===== src/rtl/rom_select_ctrl.sv =====
// Front-panel select button handling: synchronise and debounce the pad, classify
// short/long presses, and hand the ROM loader a reload pulse plus ROM index.
module rom_select_ctrl #(
    parameter int DEBOUNCE_CYCLES   = 65536,
    parameter int LONG_PRESS_CYCLES = 16777216,
    parameter int NUM_ROMS          = 8,
    parameter int INDEX_W           = 4
) (
    input  logic               clock,
    input  logic               reset,
    input  logic               btn_n,
    input  logic               load_done,
    output logic               reload,
    output logic [INDEX_W-1:0] index,
    output logic               pending,
    output logic               long_held,
    output logic [1:0]         fsm_state
);

    localparam int DB_W = (DEBOUNCE_CYCLES > 1) ? $clog2(DEBOUNCE_CYCLES) : 1;
    localparam int LP_W = (LONG_PRESS_CYCLES > 1) ? $clog2(LONG_PRESS_CYCLES) : 1;

    localparam logic [DB_W-1:0]    DB_LAST  = DB_W'(DEBOUNCE_CYCLES - 1);
    localparam logic [LP_W-1:0]    LP_LAST  = LP_W'(LONG_PRESS_CYCLES - 1);
    localparam logic [INDEX_W-1:0] IDX_LAST = INDEX_W'(NUM_ROMS - 1);

    localparam logic [1:0] ST_IDLE    = 2'd0;
    localparam logic [1:0] ST_PRESSED = 2'd1;
    localparam logic [1:0] ST_LONG    = 2'd2;
    localparam logic [1:0] ST_PENDING = 2'd3;

    logic            sync1;
    logic            sync2;
    logic            db_level;
    logic            db_prev;
    logic [DB_W-1:0] db_cnt;
    logic [LP_W-1:0] hold_cnt;
    logic [1:0]      state;
    logic            press_edge;
    logic            rel_edge;

    // Pad is asynchronous; released (high) is the safe reset value.
    always_ff @(posedge clock) begin
        if (reset) begin
            sync1 <= 1'b1;
            sync2 <= 1'b1;
        end else begin
            sync1 <= btn_n;
            sync2 <= sync1;
        end
    end

    always_ff @(posedge clock) begin
        if (reset) begin
            db_level <= 1'b1;
            db_prev  <= 1'b1;
            db_cnt   <= '0;
        end else begin
            db_prev <= db_level;
            if (sync2 == db_level) begin
                db_cnt <= '0;
            end else if (db_cnt == DB_LAST) begin
                db_level <= sync2;
                db_cnt   <= '0;
            end else begin
                db_cnt <= db_cnt + 1'b1;
            end
        end
    end

    // Active-low button: press is the debounced falling edge.
    assign press_edge = db_prev & ~db_level;
    assign rel_edge   = ~db_prev & db_level;

    always_ff @(posedge clock) begin
        if (reset) begin
            state     <= ST_IDLE;
            hold_cnt  <= '0;
            index     <= '0;
            long_held <= 1'b0;
            reload    <= 1'b0;
        end else begin
            reload <= 1'b0;
            case (state)
                ST_IDLE: begin
                    if (press_edge) begin
                        state    <= ST_PRESSED;
                        hold_cnt <= '0;
                    end
                end
                ST_PRESSED: begin
                    if (hold_cnt != LP_LAST) begin
                        hold_cnt <= hold_cnt + 1'b1;
                    end
                    // Release is checked first so a coincident threshold still counts as short.
                    if (rel_edge) begin
                        state <= ST_PENDING;
                        index <= (index == IDX_LAST) ? '0 : index + 1'b1;
                    end else if (hold_cnt == LP_LAST) begin
                        state     <= ST_LONG;
                        long_held <= 1'b1;
                    end
                end
                ST_LONG: begin
                    if (rel_edge) begin
                        state     <= ST_PENDING;
                        long_held <= 1'b0;
                    end
                end
                ST_PENDING: begin
                    // Press edges arriving here are dropped on purpose.
                    if (load_done) begin
                        reload <= 1'b1;
                        state  <= ST_IDLE;
                    end
                end
                default: state <= ST_IDLE;
            endcase
        end
    end

    assign pending   = (state == ST_PENDING);
    assign fsm_state = state;

endmodule

===== config.mk =====
export PLATFORM = sky130hd
export DESIGN_NAME = rom_select_ctrl
export DESIGN_NICKNAME = d
export VERILOG_FILES = /design/src/rtl/rom_select_ctrl.sv
export SDC_FILE = /design/constraint.sdc
export NUM_CORES = 1
export LEC_CHECK = 0
export BUFFER_PORTS_ARGS = -buffer_cell sky130_fd_sc_hd__buf_2
export CORE_ASPECT_RATIO = 0.5
export CORE_UTILIZATION = 40
export CTS_CLUSTER_DIAMETER = 50
export CTS_CLUSTER_SIZE = 20
export DETAILED_ROUTE_END_ITERATION = 10
export PLACE_DENSITY_LB_ADDON = 0.1
export SLEW_MARGIN = 25
export SYNTH_ARGS = -nofsm -noshare
export SYNTH_HDL_FRONTEND = slang
export SYNTH_SLANG_ARGS = --single-unit
export TNS_END_PERCENT = 30

===== constraint.sdc =====
create_clock -name clock -period 2.79 [get_ports clock]
set_input_delay 0.1395 -clock clock [delete_from_list [all_inputs] [get_ports clock]]
set_output_delay 0.1395 -clock clock [all_outputs]
set_load 0.01 [all_outputs]

# ---- After elaboration in Yosys (flattened, before gate mapping)
# Cells that the tools add are included.
dict set report word_totals {
  reg_bits 52
  inputBits 4
  word_cells 59
  output_inout_bits 9
}
dict set report classes {
  reduce_logical 10
  mux 15
  bitwise_logic 6
  addsub 3
  n_eq_ne 15
}
# cell n
set ops {}
lappend ops {{2-to-1 mux 24 bit} 2}
lappend ops {{one-hot mux 24 bit (2 select lines)} 1}
lappend ops {{adder 24 x 1 -> 24 bit, second input constant} 1}
lappend ops {{equality test 24 bit, second input constant} 1}
lappend ops {{inequality test 24 bit, second input constant} 1}
lappend ops {{adder 16 x 1 -> 16 bit, second input constant} 1}
lappend ops {{equality test 16 bit, second input constant} 1}
lappend ops {{inequality test 2 bit, second input constant} 6}
lappend ops {{2-to-1 mux 2 bit} 5}
lappend ops {{one-hot mux 2 bit (4 select lines)} 1}
lappend ops {{AND reduction 4 bit} 2}
lappend ops {{adder 4 x 1 -> 4 bit, second input constant} 1}
lappend ops {{equality test 2 bit, second input constant} 2}
lappend ops {{equality test 4 x 3 -> 1 bit, second input constant} 1}
lappend ops {{2-to-1 mux 1 bit} 4}
lappend ops {{2-to-1 mux 4 bit} 1}
lappend ops {{inverter 1 bit} 4}
lappend ops {{AND reduction 2 bit} 2}
lappend ops {{nonzero test 2 bit} 2}
lappend ops {{inequality test 3 bit, second input constant} 1}
lappend ops {{AND reduction 3 bit} 1}
lappend ops {{OR reduction 3 bit} 1}
lappend ops {{bitwise AND 1 bit} 2}
lappend ops {{equality test 2 x 1 -> 1 bit, second input constant} 1}
lappend ops {{other kinds (4)} 4}

# ---- Longest topological paths before layout
# Gate-level depths: netlist (run 1).
dict set report logic_depth {
  depth_word 4
  mapped_depth 8
  ltp_nobuf 7
}

# ---- Worst setup path after synthesis (run 1)
# Ideal clock, no wire load.
dict set report synth_timing {
  path_kind {flip-flop to flip-flop}
  startpoint {reg hold_cnt[0]}
  endpoint {reg state[0], in the netlist fsm_state[0]}
  required_ps 2704
  setup_slack_ps 691
  arrival_ps 2013
  setup_ps 86
  stages_incl_launch_ff 7
  n_path_buf 0
  synth_period_minus_slack_ps 2099
  path_cell_list {dfxtp_1 > ha_1 > nand4_1 > nor4_4 > a21oi_2 > or3_1 > a221oi_2}
}
dict set report synth_via {
  elab_chain_cells 3
}
# element line_no
set synth_lines {}
lappend synth_lines {{start: declaration} 37} ;# logic [LP_W-1:0] hold_cnt;
lappend synth_lines {{start signal: assignment} 93} ;# hold_cnt <= hold_cnt + 1'b1;
lappend synth_lines {{equality test 24 bit} 99} ;# end else if (hold_cnt == LP_LAST) begin
lappend synth_lines {{inequality test 3 bit (no source line)} n/a}
lappend synth_lines {{AND reduction 4 bit (no source line)} n/a}
lappend synth_lines {{end signal: assignment} 97} ;# state <= ST_PENDING;
lappend synth_lines {{end signal: assignment} 100} ;# state <= ST_LONG;
lappend synth_lines {{end signal: assignment} 106} ;# state <= ST_PENDING;
lappend synth_lines {{end: declaration} 38} ;# logic [1:0] state;
# Every way passes these cells.
# A chain may end at the register's enable or synchronous reset.

# ---- Final worst setup path (run 1)
dict set report layout_timing {
  startpoint {reg hold_cnt[0]}
  endpoint {reg hold_cnt[11]}
}
dict set report layout_via {
  elab_chain_cells 3
  elab_cells_between_ends 6
  classes_between {1 x add/sub; 2 x eq/ne; 2 x mux; 1 x reduce/logical}
}
# element line_no
set layout_lines {}
lappend layout_lines {{adder 24 x 1 -> 24 bit or inequality test 24 bit (tied branches)} {93, 92}}
lappend layout_lines {{2-to-1 mux 24 bit or inequality test 2 bit (tied branches)} n/a}
lappend layout_lines {{one-hot mux 24 bit (2 select lines) or AND reduction 3 bit (tied branches)} n/a}
# Parallel ways exist; a longest one is shown, timed or not. The select of a mux whose other input is x is not followed.

==> run_results.csv, run 1 <==
group,metric,value,unit
run_status,outcome,"finished clean",
synthesis,syn_area,0.00266,mm²
floorplan,die_x,117,µm
final_layout,layout-drive-gt1-share,0.123,
power,ir_drop,0.292,mV
placed_design,io_buffers,12,
sta,final-max-slew-violation-count,0,
sta,timing.slew.headroom,0.453,
sta,setup-tns-final,0,ns
clock_network,cts_buffer_depth,2,
worst_setup_path,path_class,"reg -> reg",
final_layout,nFillCells,641,
worst_setup_path,crit_family,"simple AND/OR/NAND/NOR gates",
worst_setup_path,cp_slowest_cell,"nor4_4",
global_routing,first_global_vias,2209,
placed_design,dp_hpwl,4.81,mm
placed_design,place.gp.congestion,0.922,
clock_network,post_cts_buffers,0,
synthesis,synthDistinctLibCells,53,
synthesis,syn_nets,329,
global_routing,grt_pass1_wl,11.0,mm
drt,vias,2456,
synthesis,synth_top_area_share,0.391,
power,power_leakage,1.04,nW
sta,tightest_slew,0.812,ns
worst_setup_path,required,2.96,ns
worst_setup_path,arrival,2.60,ns
global_routing,overflow,0,
sta,rsz0062_at_grt,"false",
final_layout,area_delta_synth_final,11.7,%
drt,drt_iter0_drc,182,
clock_network,clock-sinks,52,
synthesis,synth-seq-cells,52,
floorplan,ioPinCount,13,
synthesis,synth_area_per_cell,8.38,µm²
worst_hold_path,hp-class,"in -> reg",
synthesis,ys.flop_type,"dfxtp_1",
synthesis,synth_enable_flop_cells,0,
sta,fin_crit_sh,0.869,
worst_setup_path,path_cells,"ha_1 > nand4_1 > nor4_4 > a21oi_1 > a32oi_1 > nand2_1",
floorplan,core_area,0.00626,mm²
global_routing,grt_max_degree,20,
clock_network,hold_buffers,0,
synthesis,synthCells,318,
power,powerDensity,530,mW/mm²
global_routing,antenna_found_initial,0,
worst_setup_path,path_max_fanout,10,
sta,finalSetupViolCount,0,
sta,fin_crit,2.42,ns
floorplan,die_h,59.7,µm
drt,wl_per_cell,16.2,µm
run,cap_violations,0,
worst_setup_path,endpoint_kind,"flip-flop",
clock_network,ctsResizeCount,0,
clock_network,cts_made_buffers,5,
sta,final.setup_skew,0.00409,ns
worst_setup_path,cp_slowest_stage_delay,0.60,ns
final_layout,antenna_cells,0,
floorplan,rows,20,
synthesis,yosys_warnings,0,
synthesis,async_flop_share,0,
floorplan,dieArea,0.00701,mm²
floorplan,start_util,0.426,
final_layout,fin_cells,421,
drt,routed_via_density,5.83,
clock_network,clk_pin_slew,0.07,ns
drt,totalWireLength,6.81,mm
synthesis,ys_seq_area_frac,0.391,
drt,first_pass_iters,5,
clock_network,cts_root_buffer,"clkbuf_16",
global_routing,grt_use_total,0.208,
clock_network,cts_tree,"done",
clock_network,h-tree-depth,2,
final_layout,fin_nets,343,
sta,fmax,413,MHz
drt,remaining_drc_errors,0,
sta,final_hold_viol_count,0,
placed_design,dp.cells,413,
synthesis,yosys.area.top_type,"dfxtp_1",
worst_setup_path,critical_path_buf_inv_count,0,
synthesis,synthTopCellsByArea,"dfxtp_1, nor2_1, nand2_1",
drt,drtAntennaViolNets,0,
clock_network,worstSkewPairLatency,0.29,ns
worst_setup_path,cp-start-kind,"flip-flop",
## routing by layer
metal / GRT usage / wire (µm) / up-vias
met4: 0.0742 / 82 / 0
li1: - / - / 1200
met5: 0 / 0 / -
met1: 0.278 / 3400 / 1180
met3: 0.0506 / 403 / 9
met2: 0.334 / 2920 / 67
## report_power, final
group / internal (mW) / leakage (nW) / switching [mW]
combinational: 0.0616 / 0.547 / 0.119
clock: 0.355 / 0.0766 / 0.282
sequential: 0.751 / 0.419 / 0.00860
total: 1.17 / 1.04 / 0.410
## area by class of cell
cell class,count,area [µm²],area share
repair buffers,18,105,0.0353
flip-flops and latches,52,1040,0.350
inverters,10,37.5,0.0126
clock buffers,6,139,0.0467
multi-input cells,245,1530,0.515
clock inverters,2,10.0,0.00336
well taps,88,110,0.0370
## worst paths after layout
kind,start,endpoint,slack (ns),cells after the start
min reg2reg,sync1,sync2,0.45,1
max reg2reg,hold_cnt[0],hold_cnt[11],0.37,6
min,btn_n,sync1,0.03,2
max,hold_cnt[0],hold_cnt[11],0.37,6
## placed cells by master, fill, tap and decap left out, types with 6 or more instances in the layout
cell     synthesis  layout
a31oi_1         13      13
and3_1           9       9
nand4_1         16      16
a21oi_1         14      14
nor3_1           6       6
dfxtp_1         52      52
ha_1             7       7
buf_2            2      12
nand2_1         32      32
nand3_1         17      17
buf_4            2       6
inv_1            9       9
nor2_1          33      33
xor2_1          11      11
o21ai_0         12      12
## logic make-up (layout without fill, tap and decap cells)
group                    count (synthesis)  in the layout  synth area share
adder cells (fa/ha/maj)                  7              7            0.0329
AO/OA/AOI/OAI                           70             70             0.180
AND/OR/NAND/NOR                        147            147             0.291
flip-flops                              52             52             0.391
buffers and inverters                   21             36            0.0333
XOR/XNOR                                16             16            0.0526
multiplexers                             5              5            0.0193
## metrics by stage
stage / power (mW) / util / area, µm² / hold WS, ns / setup slack [ns]
CTS: 1.59 / 0.476 / 2980 / 0.0250 / 0.413
global route: 1.64 / 0.476 / 2980 / 0.0247 / 0.129
detailed placement: 0.954 / 0.452 / 2830 / 0.335 / 0.436
floorplan: 0.893 / - / 2660 / 0.243 / 0.691
finish: 1.58 / 0.476 / 2980 / 0.0284 / 0.366
global placement: 0.955 / 0.452 / 2830 / 0.325 / 0.527
## Yosys cell counts, types with 2 or more instances
cell	instances
dfxtp_1	52
nor2_1	33
nand2_1	32
nand3_1	17
nand4_1	16
a21oi_1	14
a31oi_1	13
o21ai_0	12
xor2_1	11
and3_1	9
inv_1	9
clkbuf_1	7
ha_1	7
nor3_1	6
and4_1	5
nand2b_1	5
or2_2	5
xnor2_1	5
a21o_1	4
and2_1	4
mux2i_1	4
a41oi_1	3
nor4_1	3
o311ai_0	3
or3_1	3
a211oi_1	2
a311oi_1	2
a32oi_1	2
buf_2	2
buf_4	2
nand3b_1	2
o41ai_1	2
or4_1	2
## registers in the layout (all words and copies together), names as in the netlist
register   cells
sync2          1
db_level       1
long_held      1
db_prev        1
fsm_state      2
index          4
hold_cnt      24
sync1          1
reload         1
db_cnt        16
## worst reg2reg max path: cells and delay by family, from the launching register on
family | cells | cell delay [ns]
simple gates | 3 | 0.94
fa+ha+maj | 1 | 0.30
flops | 1 | 0.40
compound gates | 2 | 0.67
No activity file was read; power rests on OpenSTA's default activity.
==> run 2: changes to the inputs <==
- REMOVE_ABC_BUFFERS: not set -> 1
==> run 2 against run 1 <==
Sequential cell count unchanged. Sequential share of layout area barely moved. Die area unchanged. Count of clock-buffer cells in the layout stayed put. First-iteration DRC count fell by 28%. Final cell count down 0.24%. Combinational power fell by 6%. Fmax fell by 0.20%. Highest routed layer unchanged.
==> run_results.csv, run 2 (synthesis gave the netlist of run 1 again) <==
group,metric,value,unit
run_status,outcome,"finished clean",
worst_setup_path,endpoint_kind,"flip-flop",
drt,first_pass_iters,4,
clock_network,clk_pin_slew,0.07,ns
clock_network,post_cts_buffers,0,
floorplan,die_h,59.7,µm
global_routing,grt_max_degree,20,
final_layout,nFillCells,630,
floorplan,ioPinCount,13,
final_layout,final_common_cell,"dfxtp_1",
sta,fin_crit,2.43,ns
sta,finalSetupViolCount,0,
clock_network,h-tree-depth,2,
floorplan,start_util,0.426,
final_layout,largestRegisters,"hold_cnt x24, db_cnt x16, index x4",
final_layout,fin_nets,342,
placed_design,place_area,0.00282,mm²
clock_network,hold_buffers,0,
sta,rsz0062_at_grt,"false",
drt,drtAntennaViolNets,0,
final_layout,mostFrequentLayoutCells,"dfxtp_1, nor2_1, nand2_1",
placed_design,io_buffers,12,
worst_setup_path,path_max_fanout,10,
sta,fin_crit_sh,0.870,
final_layout,antenna_cells,0,
sta,setup-tns-final,0,ns
placed_design,dpl_worst_slack,0.396,ns
global_routing,grt_pass1_wl,10.8,mm
drt,totalWireLength,6.55,mm
final_layout,largest_reg_flops,24,
sta,final-max-slew-violation-count,0,
clock_network,cts_buffer_depth,2,
drt,wl_per_cell,15.6,µm
clock_network,clock-sinks,52,
placed_design,dp_hpwl,4.73,mm
sta,fin_hold_ws,0.0390,ns
floorplan,core_area,0.00626,mm²
global_routing,first_global_vias,2230,
worst_setup_path,arrival,2.65,ns
run,cap_violations,0,
worst_hold_path,hp-class,"in -> reg",
sta,final.setup_skew,0.00373,ns
final_layout,largest-register,"hold_cnt",
worst_setup_path,path_class,"reg -> reg",
final_layout,layout-drive-gt1-share,0.120,
drt,drt_iter0_drc,131,
sta,tightest_slew,0.815,ns
global_routing,overflow,0,
final_layout,final-seq-area,0.00104,mm²
final_layout,multi_input_area,0.00153,mm²
clock_network,cts_made_buffers,5,
power,power_leakage,1.04,nW
worst_setup_path,cp-start-kind,"flip-flop",
final_layout,area_delta_synth_final,11.6,%
drt,remaining_drc_errors,0,
clock_network,ctsResizeCount,0,
drt,routed_via_density,5.72,
final_layout,fin_util,0.475,
final_layout,final_cell_area,0.00297,mm²
floorplan,dieArea,0.00701,mm²
global_routing,antenna_found_initial,0,
sta,worst_slack,0.361,ns
placed_design,place.gp.congestion,0.884,
floorplan,rows,20,
global_routing,grt_use_total,0.200,
floorplan,die_x,117,µm
drt,vias,2404,
clock_network,worstSkewPairLatency,0.30,ns
worst_setup_path,required,3.02,ns
clock_network,cts_root_buffer,"clkbuf_16",
power,powerDensity,526,mW/mm²
clock_network,cts_tree,"done",
power,ir_drop,0.257,mV
sta,timing.slew.headroom,0.452,
sta,fmax,412,MHz
sta,final_hold_viol_count,0,
## run 2: final timing paths
check	start	to	slack, ns	depth (start not counted)
worst max-delay path	hold_cnt[0]	hold_cnt[4]	0.36	6
worst min-delay path	btn_n	sync1	0.04	2
worst max register to register	hold_cnt[0]	hold_cnt[4]	0.36	6
worst min register to register	sync1	sync2	0.42	1
## run 2: cell type report
type / count / share of cell area
multi-input combinational: 245 / 0.516
sequential: 52 / 0.350
clock buffer: 6 / 0.0467
tap: 88 / 0.0370
timing repair buffer: 17 / 0.0328
inverter: 10 / 0.0126
clock inverter: 2 / 0.00463
## run 2: through the flow
| stage | cells | total power, mW |
|---|---|---|
| 2_1_floorplan | 307 | 0.888 |
| 3_3_place_gp | 412 | 0.942 |
| 3_5_place_dp | 412 | 0.943 |
| 4_1_cts | 420 | 1.58 |
| 5_1_grt | 420 | 1.63 |
| 6_report | 420 | 1.56 |
## run 2: where the power goes
part / switching, mW / internal, mW
sequential: 0.00852 / 0.751
clock: 0.276 / 0.359
combinational: 0.113 / 0.0559
## run 2: per-layer routing
| metal | vias to the layer above | global-route usage | share of wire |
|---|---|---|---|
| met3 | 8 | 0.0525 | 0.066 |
| met5 | - | 0 | 0 |
| li1 | 1203 | - | - |
| met1 | 1128 | 0.271 | 0.51 |
| met2 | 65 | 0.313 | 0.41 |
| met4 | 0 | 0.0668 | 0.012 |
## run 2: critical path, stage by stage (launching register included)
cell	delay, ns
dfxtp_1	0.39
ha_1	0.29
nand4_1	0.28
nor4_4	0.59
nand2_2	0.25
a311o_1	0.40
a31oi_1	0.15
